--- config.mk ---
export PLATFORM = sky130hd
export DESIGN_NAME = bram_burst_reader_flat
export DESIGN_NICKNAME = d
export VERILOG_FILES = /design/src/rtl/bram_reader_pkg.sv /design/src/rtl/bram_burst_reader_if.sv /design/src/rtl/bram_reader_fifo.sv /design/src/rtl/bram_burst_reader.sv /design/src/flat_wrapper.sv
export SDC_FILE = /design/constraint.sdc
export NUM_CORES = 1
export LEC_CHECK = 0
export ABC_AREA = 1
export CAP_MARGIN = 15
export CORE_MARGIN = 5
export CORE_UTILIZATION = 58
export CTS_BUF_LIST = sky130_fd_sc_hd__clkbuf_2 sky130_fd_sc_hd__clkbuf_4 sky130_fd_sc_hd__clkbuf_8
export CTS_CLUSTER_SIZE = 25
export DETAILED_ROUTE_END_ITERATION = 8
export PLACE_DENSITY = 0.88
export SLEW_MARGIN = 25
export SYNTH_ARGS = -nofsm -noshare
export SYNTH_HDL_FRONTEND = slang
export SYNTH_SLANG_ARGS = --single-unit
--- constraint.sdc ---
create_clock -name clk -period 4.2 [get_ports clk]
set_clock_uncertainty 0.1 [all_clocks]
set_input_delay 1.05 -clock clk [delete_from_list [all_inputs] [get_ports clk]]
set_output_delay 1.05 -clock clk [all_outputs]
set_load 0.005 [all_outputs]
--- src/rtl/bram_reader_pkg.sv ---
// Shared types and constants for the BRAM burst reader.
// Latency: n/a (declarations only).
// Backpressure: n/a.
package bram_reader_pkg;

    // Address bits below this index select a word inside one RAM bank;
    // bits above select the bank whose output register drives read data.
    localparam int BANK_BITS  = 10;
    localparam int WORD_BYTES = 4;

    typedef enum logic [1:0] {
        S_IDLE,
        S_RUN,
        S_DRAIN
    } state_t;

    typedef struct packed {
        logic        last;
        logic [31:0] data;
    } fifo_entry_t;

endpackage

--- src/rtl/bram_burst_reader_if.sv ---
// Command, RAM-port and output-stream signals of the BRAM burst reader.
// Latency: n/a (wiring only).
// Backpressure: out_ready stalls the stream; cmd_ready is high only when idle.
// master = the reader itself, slave = command source / RAM / stream consumer.
interface bram_burst_reader_if
    import bram_reader_pkg::*;
#(
    parameter int ADDR_WIDTH = 12,
    parameter int LEN_WIDTH  = 12
);
    logic                    cmd_valid;
    logic                    cmd_ready;
    logic [ADDR_WIDTH-1:0]   cmd_addr;
    logic [LEN_WIDTH-1:0]    cmd_len;

    logic                    mem_clken;
    logic [ADDR_WIDTH-1:0]   mem_addr;
    logic [WORD_BYTES-1:0]   mem_we;
    logic [8*WORD_BYTES-1:0] mem_data_in;
    logic [8*WORD_BYTES-1:0] mem_data_out;

    logic                    out_valid;
    logic                    out_ready;
    logic [31:0]             out_data;
    logic                    out_last;

    logic                    busy;

    modport master (
        input  cmd_valid, cmd_addr, cmd_len, mem_data_out, out_ready,
        output cmd_ready, mem_clken, mem_addr, mem_we, mem_data_in,
               out_valid, out_data, out_last, busy
    );

    modport slave (
        output cmd_valid, cmd_addr, cmd_len, mem_data_out, out_ready,
        input  cmd_ready, mem_clken, mem_addr, mem_we, mem_data_in,
               out_valid, out_data, out_last, busy
    );
endinterface

--- src/rtl/bram_reader_fifo.sv ---
// Synchronous output buffer of {last, data} entries with occupancy count and flush.
// Latency: a pushed entry is visible at head the cycle after the push.
// Backpressure: none internally; the caller's credit check guarantees no overflow.
// Ports: clk/reset, push + push_dat, pop, flush (clears all entries), head, count.
module bram_reader_fifo
    import bram_reader_pkg::*;
#(
    parameter  int DEPTH = 4,
    localparam int CW    = $clog2(DEPTH) + 1
) (
    input  logic           clk,
    input  logic           reset,
    input  logic           push,
    input  fifo_entry_t    push_dat,
    input  logic           pop,
    input  logic           flush,
    output fifo_entry_t    head,
    output logic [CW-1:0]  count
);
    localparam int PW = $clog2(DEPTH);

    fifo_entry_t   store [DEPTH];
    logic [PW-1:0] rd_ptr;
    logic [PW-1:0] wr_ptr;

    assign head = store[rd_ptr];

    // DEPTH is a power of two, so the pointers wrap on their own.
    always_ff @(posedge clk or posedge reset) begin
        if (reset) begin
            rd_ptr <= '0;
            wr_ptr <= '0;
            count  <= '0;
        end else if (flush) begin
            rd_ptr <= '0;
            wr_ptr <= '0;
            count  <= '0;
        end else begin
            if (push) wr_ptr <= wr_ptr + PW'(1);
            if (pop)  rd_ptr <= rd_ptr + PW'(1);
            count <= count + CW'(push) - CW'(pop);
        end
    end

    always_ff @(posedge clk) begin
        if (push && !flush) store[wr_ptr] <= push_dat;
    end
endmodule

--- src/rtl/bram_burst_reader.sv ---
// Burst read initiator for one BRAM port: sequential word reads -> valid/ready stream with last.
// Latency: first word valid 2 cycles after command acceptance, then 1 word/cycle (+1 bubble per bank crossing).
// Backpressure: reads are issued only while buffer credit remains; out_ready low stalls issue, never drops data.
// Ports: clk, reset (async, active-high), bus (master modport: cmd_*, mem_*, out_*, busy).
// Build option BRAM_READER_ABORT_EN adds input abort: flushes the burst and returns to idle next cycle.
module bram_burst_reader
    import bram_reader_pkg::*;
#(
    parameter int ADDR_WIDTH = 12,
    parameter int LEN_WIDTH  = 12,
    parameter int FIFO_DEPTH = 4
) (
    input  logic clk,
    input  logic reset,
`ifdef BRAM_READER_ABORT_EN
    input  logic abort,
`endif
    bram_burst_reader_if.master bus
);
    localparam int CW = $clog2(FIFO_DEPTH) + 1;
    localparam logic [CW:0] DEPTH_C = (CW + 1)'(FIFO_DEPTH);

    state_t                state;
    logic [ADDR_WIDTH-1:0] addr;        // next address to read
    logic [ADDR_WIDTH-1:0] last_addr;   // address of the most recent read; drives mem_addr between issues
    logic [LEN_WIDTH-1:0]  remaining;
    logic                  in_flight;   // a read was issued last cycle; its data is captured this cycle
    logic                  in_flight_last;

    logic [CW-1:0]         fifo_count;
    logic [CW-1:0]         count_after_pop;
    fifo_entry_t           head;
    fifo_entry_t           push_dat;
    logic                  pop;
    logic                  push;
    logic                  issue;
    logic                  credit_ok;
    logic                  bubble;
    logic                  abort_req;
    logic                  drain_done;

`ifdef BRAM_READER_ABORT_EN
    assign abort_req = abort && (state != S_IDLE);
`else
    assign abort_req = 1'b0;
`endif

    assign bus.out_valid  = (fifo_count != '0);
    assign pop            = bus.out_valid && bus.out_ready;
    assign count_after_pop = fifo_count - CW'(pop);

    // Every issued read must have a guaranteed slot: words already buffered,
    // the one landing this cycle and the new one must all fit.
    assign credit_ok = ({1'b0, count_after_pop} + (CW + 1)'(in_flight) + (CW + 1)'(1)) <= DEPTH_C;

    // The RAM's data mux follows the live address bank, so a read into a new
    // bank cannot be driven while the previous bank's word is being captured.
    assign bubble = in_flight &&
                    (addr[ADDR_WIDTH-1:BANK_BITS] != last_addr[ADDR_WIDTH-1:BANK_BITS]);

    assign issue      = (state == S_RUN) && credit_ok && !bubble && !abort_req;
    assign push       = in_flight && !abort_req;
    assign drain_done = (state == S_DRAIN) && !in_flight && (count_after_pop == '0);

    assign push_dat = '{last: in_flight_last, data: bus.mem_data_out};

    assign bus.mem_clken   = issue;
    assign bus.mem_addr    = issue ? addr : last_addr;
    assign bus.mem_we      = '0;
    assign bus.mem_data_in = '0;
    assign bus.cmd_ready   = (state == S_IDLE);
    assign bus.busy        = (state != S_IDLE);
    // Gated so stale buffer contents never show on the bus while empty.
    assign bus.out_data    = bus.out_valid ? head.data : 32'h0;
    assign bus.out_last    = bus.out_valid && head.last;

    always_ff @(posedge clk or posedge reset) begin
        if (reset) begin
            state          <= S_IDLE;
            addr           <= '0;
            last_addr      <= '0;
            remaining      <= '0;
            in_flight      <= 1'b0;
            in_flight_last <= 1'b0;
        end else begin
            in_flight      <= issue;
            in_flight_last <= issue && (remaining == LEN_WIDTH'(1));
            case (state)
                S_IDLE: begin
                    if (bus.cmd_valid) begin
                        addr      <= bus.cmd_addr;
                        remaining <= bus.cmd_len;
                        if (bus.cmd_len != '0) state <= S_RUN;
                    end
                end
                S_RUN: begin
                    if (issue) begin
                        last_addr <= addr;
                        addr      <= addr + ADDR_WIDTH'(1);
                        remaining <= remaining - LEN_WIDTH'(1);
                    end
                    if (abort_req)
                        state <= S_IDLE;
                    else if (issue && (remaining == LEN_WIDTH'(1)))
                        state <= S_DRAIN;
                end
                S_DRAIN: begin
                    if (abort_req || drain_done) state <= S_IDLE;
                end
                default: state <= S_IDLE;
            endcase
        end
    end

    bram_reader_fifo #(.DEPTH(FIFO_DEPTH)) u_fifo (
        .clk      (clk),
        .reset    (reset),
        .push     (push),
        .push_dat (push_dat),
        .pop      (pop),
        .flush    (abort_req),
        .head     (head),
        .count    (fifo_count)
    );
endmodule

--- src/flat_wrapper.sv ---
// flat-port wrapper written by rule: the top's interface ports become plain ports
module bram_burst_reader_flat import bram_reader_pkg::*;
#(
    parameter int ADDR_WIDTH = 12,
    parameter int LEN_WIDTH  = 12,
    parameter int FIFO_DEPTH = 4
)
  (clk, reset, bus_cmd_valid, bus_cmd_addr, bus_cmd_len, bus_mem_data_out, bus_out_ready, bus_cmd_ready, bus_mem_clken, bus_mem_addr, bus_mem_we, bus_mem_data_in, bus_out_valid, bus_out_data, bus_out_last, bus_busy);
  bram_burst_reader_if #(.ADDR_WIDTH(ADDR_WIDTH), .LEN_WIDTH(LEN_WIDTH)) bus_i ();
  input  logic clk;
  input  logic reset;
  input wire logic [$bits(bus_i.cmd_valid)-1:0] bus_cmd_valid;
  input wire logic [$bits(bus_i.cmd_addr)-1:0] bus_cmd_addr;
  input wire logic [$bits(bus_i.cmd_len)-1:0] bus_cmd_len;
  input wire logic [$bits(bus_i.mem_data_out)-1:0] bus_mem_data_out;
  input wire logic [$bits(bus_i.out_ready)-1:0] bus_out_ready;
  output wire logic [$bits(bus_i.cmd_ready)-1:0] bus_cmd_ready;
  output wire logic [$bits(bus_i.mem_clken)-1:0] bus_mem_clken;
  output wire logic [$bits(bus_i.mem_addr)-1:0] bus_mem_addr;
  output wire logic [$bits(bus_i.mem_we)-1:0] bus_mem_we;
  output wire logic [$bits(bus_i.mem_data_in)-1:0] bus_mem_data_in;
  output wire logic [$bits(bus_i.out_valid)-1:0] bus_out_valid;
  output wire logic [$bits(bus_i.out_data)-1:0] bus_out_data;
  output wire logic [$bits(bus_i.out_last)-1:0] bus_out_last;
  output wire logic [$bits(bus_i.busy)-1:0] bus_busy;
  assign bus_i.cmd_valid = bus_cmd_valid;
  assign bus_i.cmd_addr = bus_cmd_addr;
  assign bus_i.cmd_len = bus_cmd_len;
  assign bus_i.mem_data_out = bus_mem_data_out;
  assign bus_i.out_ready = bus_out_ready;
  assign bus_cmd_ready = bus_i.cmd_ready;
  assign bus_mem_clken = bus_i.mem_clken;
  assign bus_mem_addr = bus_i.mem_addr;
  assign bus_mem_we = bus_i.mem_we;
  assign bus_mem_data_in = bus_i.mem_data_in;
  assign bus_out_valid = bus_i.out_valid;
  assign bus_out_data = bus_i.out_data;
  assign bus_out_last = bus_i.out_last;
  assign bus_busy = bus_i.busy;
  bram_burst_reader #(.ADDR_WIDTH(ADDR_WIDTH), .LEN_WIDTH(LEN_WIDTH), .FIFO_DEPTH(FIFO_DEPTH)) u_core (.clk(clk), .reset(reset), .bus(bus_i));
endmodule
==> reports/metrics.yaml, run 1 <==
worst_pin_slew_ns: 0.767
finalNetCount: 1026
setup_violations: 0
start_util: 0.593
path_max_fanout: 17
clock_latency_ns: 0.46
ff_latch_area_mm2: 0.00514
cts_tree: "built"
die-area_mm2: 0.0167
p_leak_nw: 4.01
synth_area_leader_cell: "edfxtp_1"
cts_buffers: 17
layout_commonest_cell: "nor2_1"
drv_slew: 0
wl_per_cell_um: 15.7
rsz0062_at_grt: "no"
crit_path_end_kind: "primary output"
h-tree-depth: 4
synthXorXnorAreaFrac: 0.00742
fmax_ghz: 0.255
grt.total_usage: 0.218
final_layout_size_suffix_gt1_frac: 0.0795
drc_errors: 0
status: "finished, final reports clean"
relSlewSlack: 0.488
path_clk_slew_ns: 0.09
synth_cells: 847
fin_crit_sh: 0.935
final_cell_mix: "nor2_1 (163), nand2_1 (137), edfxtp_1 (132)"
post-route-min-period_ns: 3.93
yosysSeqAreaShare: 0.622
drtIter0Drc: 577
crit_top_cell: "nor2_1"
nFillCells: 978
yosysWarnings: 0
hold_path_class: "flop to flop"
hold_viol_final: 0
synth-simple-area-share: 0.173
cts-root-buf: "clkbuf_8"
synth_area_leaders: "edfxtp_1 (48%), dfrtp_1 (14%), nor2_1 (7.4%)"
syn_to_final_growth_pct: 19.5
stdcell_area_mm2: 0.00987
crit_family: "buffers and inverters"
synthMuxAreaShare: 0
dpl-instance-area_mm2: 0.00941
synthAdderAreaFrac: 0.0176
finalPower_mw: 7.53
num_io_pins: 145
syn_area_mm2: 0.00826
critPathRequiredTime_ns: 3.05
p_per_area_mw_per_mm2: 763
syn_avg_cell_area_um2: 9.75
place.port_buffers: 108
via_per_inst: 5.37
first_pass_iters: 5
async_reset_ff_frac: 0.263
grt_max_degree: 36
num_antenna_cells: 0
core-area_mm2: 0.0139
hpwl_mm: 11.6
cts.sinks: 179
critPathMaxStageDelay_ns: 0.29
vias: 6161
ys.flop_type: "edfxtp_1"
maxCapViolations: 0
synth_edf_count: 132
synth_compound_area_frac: 0.0995
synth_top_family_by_area: "simple AND/OR/NAND/NOR gates"
yosysTopAreaCellShare: 0.480
crit_buf_inv: 6
gp_congestion: 0.893
grt_pass1_vias: 5952
final_core_utilization: 0.708
ctsHoldBuffers: 0
multi_input_area_mm2: 0.00260
arrival_ns: 2.78
antenna_found_initial: 0
die_width_um: 129
grt_pass1_wl_mm: 28.4
synth_seq_cells: 179
critPathSlowestCell: "bufbuf_16"
cts_buffer_depth: 2
rows: 43
startpoint_type: "input port"
ir_drop_mv: 0.516
grt_overflow: 0
path_class: "input port to primary output"
dieHeight_um: 129
synth.distinct_cells: 30
wirelength_mm: 18.0
setup_tns_ns: 0
ant_nets: 0
critical_path.cell_chain: "dlymetal6s2s_1 > inv_2 > nand2_1 > nand2_1 > inv_1 > ha_1 > inv_1 > nor2_1 > nor2_1 > nor2_1 > nand2_2 > bufbuf_16 > o21ai_0 > clkdlybuf4s15_2"
-- layout make-up --
cell class / count / share of cell area
clock inverters: 14 / 0.0181
inverters: 57 / 0.0217
multi-input cells: 571 / 0.263
clock buffers: 18 / 0.0245
repair buffers: 129 / 0.129
flip-flops and latches: 179 / 0.521
well taps: 180 / 0.0228
-- Yosys cell counts (10+ instances only) --
master	number
buf_4	38
nor2_1	163
o21ai_1	17
o21ai_0	104
nand3_1	38
edfxtp_1	132
ha_1	10
a21oi_1	40
inv_1	51
clkbuf_1	22
nand2_1	137
buf_2	14
dfrtp_1	47
-- cells by family (layout without fill, tap and decap cells) --
group	count (synthesis)	in the layout
AND/OR/NAND/NOR	354	354
flip-flops	179	179
AO/OA/AOI/OAI	163	163
buffers and inverters	132	218
adder cells (fa/ha/maj)	11	11
XOR/XNOR	7	7
other	1	36
-- worst register-to-register path, delay by kind of cell (launching register included) --
kind | cells | cell delay [ns]
fa+ha+maj | 1 | 0.26
compound gates | 1 | 0.11
buf+inv | 6 | 0.86
flops | 1 | 0.42
simple gates | 10 | 0.99
-- through the flow --
stage	cells	hold WS, ns	setup slack, ns
finish	1148	0.382	0.272
global route	1148	0.408	0.147
CTS	1148	0.384	-0.0546
detailed placement	1115	0.361	-0.307
global placement	1115	0.360	-0.195
floorplan	882	0.343	0.797
-- final timing paths --
check / start / to / slack [ns] / cells past startpoint
max reg2reg: u_core.u_fifo.count[1]$_DFF_PP0_ / u_core.remaining[3]$_DFFE_PP0P_ / 1.36 / 18
max: bus_out_ready / bus_mem_addr[0] / 0.27 / 14
min reg2reg: u_core.last_addr[4]$_DFFE_PP0P_ / u_core.last_addr[4]$_DFFE_PP0P_ / 0.38 / 2
min: u_core.last_addr[4]$_DFFE_PP0P_ / u_core.last_addr[4]$_DFFE_PP0P_ / 0.38 / 2
max in group asynchronous: reset / u_core.remaining[0]$_DFFE_PP0P_ / 2.48 / 3
min in group asynchronous: reset / u_core.u_fifo.count[2]$_DFF_PP0_ / 0.80 / 2
-- timing repair --
item,4_1_cts,5_1_grt
pin swaps,1,2
gates resized for setup,24,10
gates cloned,1,0
setup endpoints to repair,13,13
hold endpoints to repair,0,0
buffers inserted,0,0
-- per-layer routing --
metal | global-route usage | up-vias | routed length, um
li1 | - | 2978 | -
met1 | 0.272 | 2905 | 7060
met2 | 0.371 | 245 | 9270
met3 | 0.0478 | 33 | 1280
met4 | 0.0896 | 0 | 365
met5 | 0 | - | 0
-- flip-flops by register name, summed over array words and instances, names as in the netlist --
name and flops:
u_core.remaining 12, u_core.addr 12, u_core.u_fifo.store 132, u_core.u_fifo.rd_ptr 2, u_core.in_flight_last 1, u_core.in_flight 1, u_core.state 2, u_core.last_addr 12
u_core.u_fifo.count 3, u_core.u_fifo.wr_ptr 2
-- where the power goes --
group          leakage [nW]  internal [mW]  switching, mW
logic                  2.00           1.59           2.11
registers              1.79           2.37          0.230
clock network         0.214          0.568          0.663
Note: power is estimated with default switching activity, not from simulation.
==> inputs of run 2 (changes only) <==
Settings changed: CAP_MARGIN 15 to not set.
==> results of run 2 <==
No change in the layout: final DEF, timing and power equal those of run 1.
==> variant 1: new RTL, flow settings as in run 2 <==
Re-encode `state_t` (3 states) as one-hot, 3 bits wide.
--- a/src/rtl/bram_reader_pkg.sv
+++ b/src/rtl/bram_reader_pkg.sv
@@ -9,8 +9,8 @@
     localparam int WORD_BYTES = 4;
 
-    typedef enum logic [1:0] {
-        S_IDLE,
-        S_RUN,
-        S_DRAIN
+    typedef enum logic [2:0] {
+        S_IDLE  = 3'b001,
+        S_RUN   = 3'b010,
+        S_DRAIN = 3'b100
     } state_t;
 
Formal check against the unedited RTL: no difference found for any inputs over 4 cycles, from zero or initial values and one cycle with reset high; so few cycles prove little.
==> variant 1 against run 2 <==
  * Routed wire length rose by 1.3%
  * Hold slack improved by 6.8 ps
  * Non-clock buffer count did not move
  * Worst setup slack got worse by 180 ps
  * Utilization rose by 0.70 points
  * Area after synthesis rose by 1.2%
  * Cell area rose by 1.4%
  * Total power fell by 9.8%
  * Final cell count rose by 2.4%
  * Clock power rose by 4%
  * Via count rose by 1.1%
  * Sequential cell count rose by 1
==> variant 1: results <==
<?xml version="1.0" encoding="UTF-8"?>
<metrics>
  <group name="pwr">
    <metric name="power.ir.vdd_worst" unit="uV">389.9</metric>
    <metric name="power.clock.fraction" unit="%">18.9</metric>
    <metric name="net-switching-power" unit="mW">2.635</metric>
    <metric name="cellLeakagePower" unit="nW">4.120</metric>
    <metric name="power_sequential" unit="mW">2.47</metric>
    <metric name="power.share.switching" unit="%">38.78</metric>
  </group>
  <group name="grt">
    <metric name="grt_pass1_vias" unit="">6029</metric>
    <metric name="grt_use_met2" unit="%">37.27</metric>
    <metric name="use_met1" unit="%">27.13</metric>
    <metric name="groute.usage.overall" unit="%">21.77</metric>
  </group>
  <group name="placement">
    <metric name="post-dp-hpwl" unit="um">11530</metric>
    <metric name="gpl.final_weighted_congestion" unit="">0.8849</metric>
  </group>
  <group name="finish">
    <metric name="layout-drive-gt1-share" unit="%">8.241</metric>
    <metric name="fillers" unit="">1008</metric>
    <metric name="layout.nets" unit="">1053</metric>
  </group>
  <group name="worst_setup_path">
    <metric name="path_max_fanout" unit="">16</metric>
    <metric name="critical_path.slowest_cell" unit="">sky130_fd_sc_hd__dlygate4sd2_1</metric>
    <metric name="worst_ep_arrival_time" unit="ps">2950</metric>
    <metric name="cpPeakStageDelay" unit="ps">270</metric>
  </group>
  <group name="clocking">
    <metric name="postCtsSetupRepairBufs" unit="">2</metric>
    <metric name="cts-resized-gates" unit="">30</metric>
  </group>
  <group name="yosys">
    <metric name="share_of_synthesized_registers_carrying_an_async_set_or_reset" unit="%">26.67</metric>
    <metric name="synth_common_cells" unit="">sky130_fd_sc_hd__nand2_1 (199), sky130_fd_sc_hd__nor2_1 (169), sky130_fd_sc_hd__edfxtp_1 (132)</metric>
    <metric name="seq_area_frac_synth" unit="%">61.79</metric>
    <metric name="avg_cell_area_syn" unit="um^2">9.577</metric>
  </group>
  <group name="route">
    <metric name="routed-via-count" unit="">6227</metric>
    <metric name="detailed_routing_wirelength_on_met1" unit="um">7331</metric>
    <metric name="met2_wirelength" unit="um">9259</metric>
    <metric name="route.detailed.vias_per_inst" unit="">5.300</metric>
    <metric name="routed_wirelength" unit="um">18210</metric>
    <metric name="met3_wirelength" unit="um">1394</metric>
  </group>
  <group name="run_status">
    <metric name="outcome" unit="">finished clean</metric>
  </group>
  <group name="timing">
    <metric name="max_slew_margin" unit="%">38.37</metric>
  </group>
</metrics>
-- variant 1: worst paths after layout --
kind,startpoint,endpoint,slack [ps],cells after the start
hold reg to reg,u_core.last_addr[1]$_DFFE_PP0P_,u_core.last_addr[1]$_DFFE_PP0P_,390,2
setup / recovery,bus_out_ready,bus_mem_addr[5],100,16
hold / removal,u_core.last_addr[1]$_DFFE_PP0P_,u_core.last_addr[1]$_DFFE_PP0P_,390,2
min in group asynchronous,reset,u_core.addr[7]$_DFFE_PP0P_,930,2
setup reg to reg,u_core.u_fifo.count[1]$_DFF_PP0_,u_core.u_fifo.count[2]$_DFF_PP0_,1330,11
max in group asynchronous,reset,u_core.u_fifo.rd_ptr[0]$_DFFE_PP0P_,2520,2
-- variant 1: final cells by class --
class                           instances  share of cell area [%]
Tap cell                              180                   2.251
Sequential cell                       180                   51.64
Multi-Input combinational cell        605                   27.38
Inverter                               49                   1.875
Clock buffer                           17                   2.338
Clock inverter                         15                   2.088
Timing Repair Buffer                  129                   12.43
-- variant 1: cells by family after synthesis --
kind of cell             synth area share [%]
buffers and inverters                   7.468
flip-flops                              61.79
other                                 0.04485
adder cells (fa/ha/maj)                 1.736
AO/OA/AOI/OAI                           8.441
AND/OR/NAND/NOR                         19.37
XOR/XNOR                                1.152
-- variant 1: metrics by stage --
| step | setup slack [ps] | utilization, % |
|---|---|---|
| 4_1_cts | -1.553 | 71.57 |
| 3_5_place_dp | -388.1 | 67.96 |
| 2_1_floorplan | 740.4 | - |
| 6_report | 95.43 | 71.54 |
| 5_1_grt | -55.66 | 71.54 |
| 3_3_place_gp | -325.7 | 67.96 |
==> variant 2: new RTL, config.mk and constraints of run 2 <==
Without the edit above. `FIFO_DEPTH` is set to 4 in 2 places; all go to 2.
--- a/src/rtl/bram_burst_reader.sv
+++ b/src/rtl/bram_burst_reader.sv
@@ -9,5 +9,5 @@
     parameter int ADDR_WIDTH = 12,
     parameter int LEN_WIDTH  = 12,
-    parameter int FIFO_DEPTH = 4
+    parameter int FIFO_DEPTH = 2
 ) (
     input  logic clk,
--- a/src/flat_wrapper.sv
+++ b/src/flat_wrapper.sv
@@ -4,5 +4,5 @@
     parameter int ADDR_WIDTH = 12,
     parameter int LEN_WIDTH  = 12,
-    parameter int FIFO_DEPTH = 4
+    parameter int FIFO_DEPTH = 2
 )
   (clk, reset, bus_cmd_valid, bus_cmd_addr, bus_cmd_len, bus_mem_data_out, bus_out_ready, bus_cmd_ready, bus_mem_clken, bus_mem_addr, bus_mem_we, bus_mem_data_in, bus_out_valid, bus_out_data, bus_out_last, bus_busy);
Function: changed (a bounded check fails within 4 cycles, from zero or initial values and one cycle with reset high).
==> variant 2 against run 2 <==
  * Count of clock-buffer cells in the layout down 9
  * Largest power group unchanged
  * Worst setup slack worse by 160 ps
  * Register-to-register slack worse by 190 ps
  * Sequential cell count down 69
  * Via count down 27%
  * Utilization up 3.5 points
  * Hold slack worse by 30 ps
  * Total power down 31%
  * First-iteration DRC count down 59%
  * Cell area down 31%
  * Routed wire length down 28%
  * Sequential power down 34%
  * Area after synthesis down 34%
  * Critical endpoint is now bus_mem_addr[3]
==> variant 2: results <==
<?xml version="1.0" encoding="UTF-8"?>
<metrics>
  <group name="grt">
    <metric name="use_met1" unit="%">28.92</metric>
    <metric name="grt_use_met2" unit="%">39.25</metric>
    <metric name="largest_net_degree_at_the_start_of_global_routing" unit="">42</metric>
    <metric name="groute.usage.overall" unit="%">22.72</metric>
    <metric name="met3_usage" unit="%">5.057</metric>
  </group>
  <group name="worst_setup_path">
    <metric name="worst_ep_arrival_time" unit="ps">2940</metric>
    <metric name="cpPeakStageDelay" unit="ps">260</metric>
    <metric name="critical_path.slowest_cell" unit="">sky130_fd_sc_hd__ha_4</metric>
  </group>
  <group name="yosys">
    <metric name="synth_common_cells" unit="">sky130_fd_sc_hd__nand2_1 (189), sky130_fd_sc_hd__edfxtp_1 (66), sky130_fd_sc_hd__inv_1 (47)</metric>
    <metric name="seq_area_frac_synth" unit="%">56.58</metric>
    <metric name="netlist-cell-type-count" unit="">33</metric>
    <metric name="share_of_synthesized_registers_carrying_an_async_set_or_reset" unit="%">40.00</metric>
  </group>
  <group name="route">
    <metric name="routed-via-count" unit="">4487</metric>
    <metric name="met2_wirelength" unit="um">6608</metric>
    <metric name="route.detailed.vias_per_inst" unit="">5.406</metric>
    <metric name="met3_wirelength" unit="um">965</metric>
  </group>
  <group name="run_status">
    <metric name="outcome" unit="">finished clean</metric>
  </group>
  <group name="placement">
    <metric name="gpl.final_weighted_congestion" unit="">0.8878</metric>
    <metric name="dp_worst_setup_slack" unit="ps">-613.4</metric>
    <metric name="dp.cells" unit="">805</metric>
    <metric name="post-dp-hpwl" unit="um">8794</metric>
  </group>
  <group name="clocking">
    <metric name="cts_htree_levels" unit="">3</metric>
    <metric name="worstSkewPairLatency" unit="ps">360</metric>
  </group>
  <group name="finish">
    <metric name="layout.nets" unit="">781</metric>
    <metric name="layout-drive-gt1-share" unit="%">11.54</metric>
  </group>
  <group name="pwr">
    <metric name="cellLeakagePower" unit="nW">2.942</metric>
  </group>
</metrics>
variant 2: cell count changes in the layout (fill, tap and decap cells not counted), moves of 5 or more:
cell | before | now
sky130_fd_sc_hd__buf_2 | 0 | 10
sky130_fd_sc_hd__buf_4 | 19 | 12
sky130_fd_sc_hd__clkbuf_8 | 17 | 9
sky130_fd_sc_hd__edfxtp_1 | 132 | 66
sky130_fd_sc_hd__ha_1 | 10 | 5
sky130_fd_sc_hd__inv_1 | 49 | 44
sky130_fd_sc_hd__inv_6 | 5 | 0
sky130_fd_sc_hd__nand2_1 | 137 | 187
sky130_fd_sc_hd__nor2_1 | 163 | 27
sky130_fd_sc_hd__o21ai_0 | 99 | 26
sky130_fd_sc_hd__o21ai_1 | 21 | 11
sky130_fd_sc_hd__o21ai_2 | 1 | 16
variant 2: power breakdown:
| part | leakage [nW] | total (mW) | internal [mW] | switching [mW] |
|---|---|---|---|---|
| clock | 0.109 | 0.664 | 0.290 | 0.374 |
| sequential | 1.16 | 1.71 | 1.52 | 0.189 |
| combinational | 1.67 | 2.84 | 1.20 | 1.65 |
| total | 2.94 | 5.22 | 3.01 | 2.21 |
variant 2: worst paths after layout:
check | cells after the start | from | to | slack, ps
min in group asynchronous | 2 | reset | u_core.last_addr[11]$_DFFE_PP0P_ | 940
max reg2reg | 19 | u_core.u_fifo.count[1]$_DFF_PP0_ | u_core.remaining[11]$_DFFE_PP0P_ | 1170
min | 0 | u_core.in_flight_last$_DFF_PP0_ | u_core.u_fifo.store[1][32]$_DFFE_PP_ | 350
max | 14 | bus_out_ready | bus_mem_addr[3] | 110
min reg2reg | 0 | u_core.in_flight_last$_DFF_PP0_ | u_core.u_fifo.store[1][32]$_DFFE_PP_ | 350
max in group asynchronous | 3 | reset | u_core.remaining[6]$_DFFE_PP0P_ | 2340
variant 2: timing repair:
item,in CTS,in global routing
gates resized for setup,80,4
setup buffers,6,0
endpoints found under the setup margin,13,12
pin swaps,16,6
gates cloned,3,0
variant 2: area by class of cell:
cell class | instances | area (um^2)
sequential | 110 | 3083
fill | 630 | 2356
multi-input combinational | 421 | 2073
timing repair buffer | 122 | 1147
inverter | 50 | 187.7
tap | 111 | 138.9
clock buffer | 9 | 123.9
clock inverter | 7 | 86.33
variant 2: cell families after synthesis:
kind of cell	count (synthesis)	synth area share, %
xor+xnor	4	0.6431
fa+ha+maj	7	1.607
other cells	1	0.06882
compound gates	98	9.851
flops	110	56.58
simple gates	273	20.67
buf+inv	109	10.59
variant 2: worst reg2reg max path, delay by kind of cell (launching register included):
| family | cells | cell delay, ps |
|---|---|---|
| compound gates | 2 | 220 |
| fa+ha+maj | 2 | 330 |
| buf+inv | 6 | 720 |
| flops | 1 | 440 |
| simple gates | 9 | 1100 |
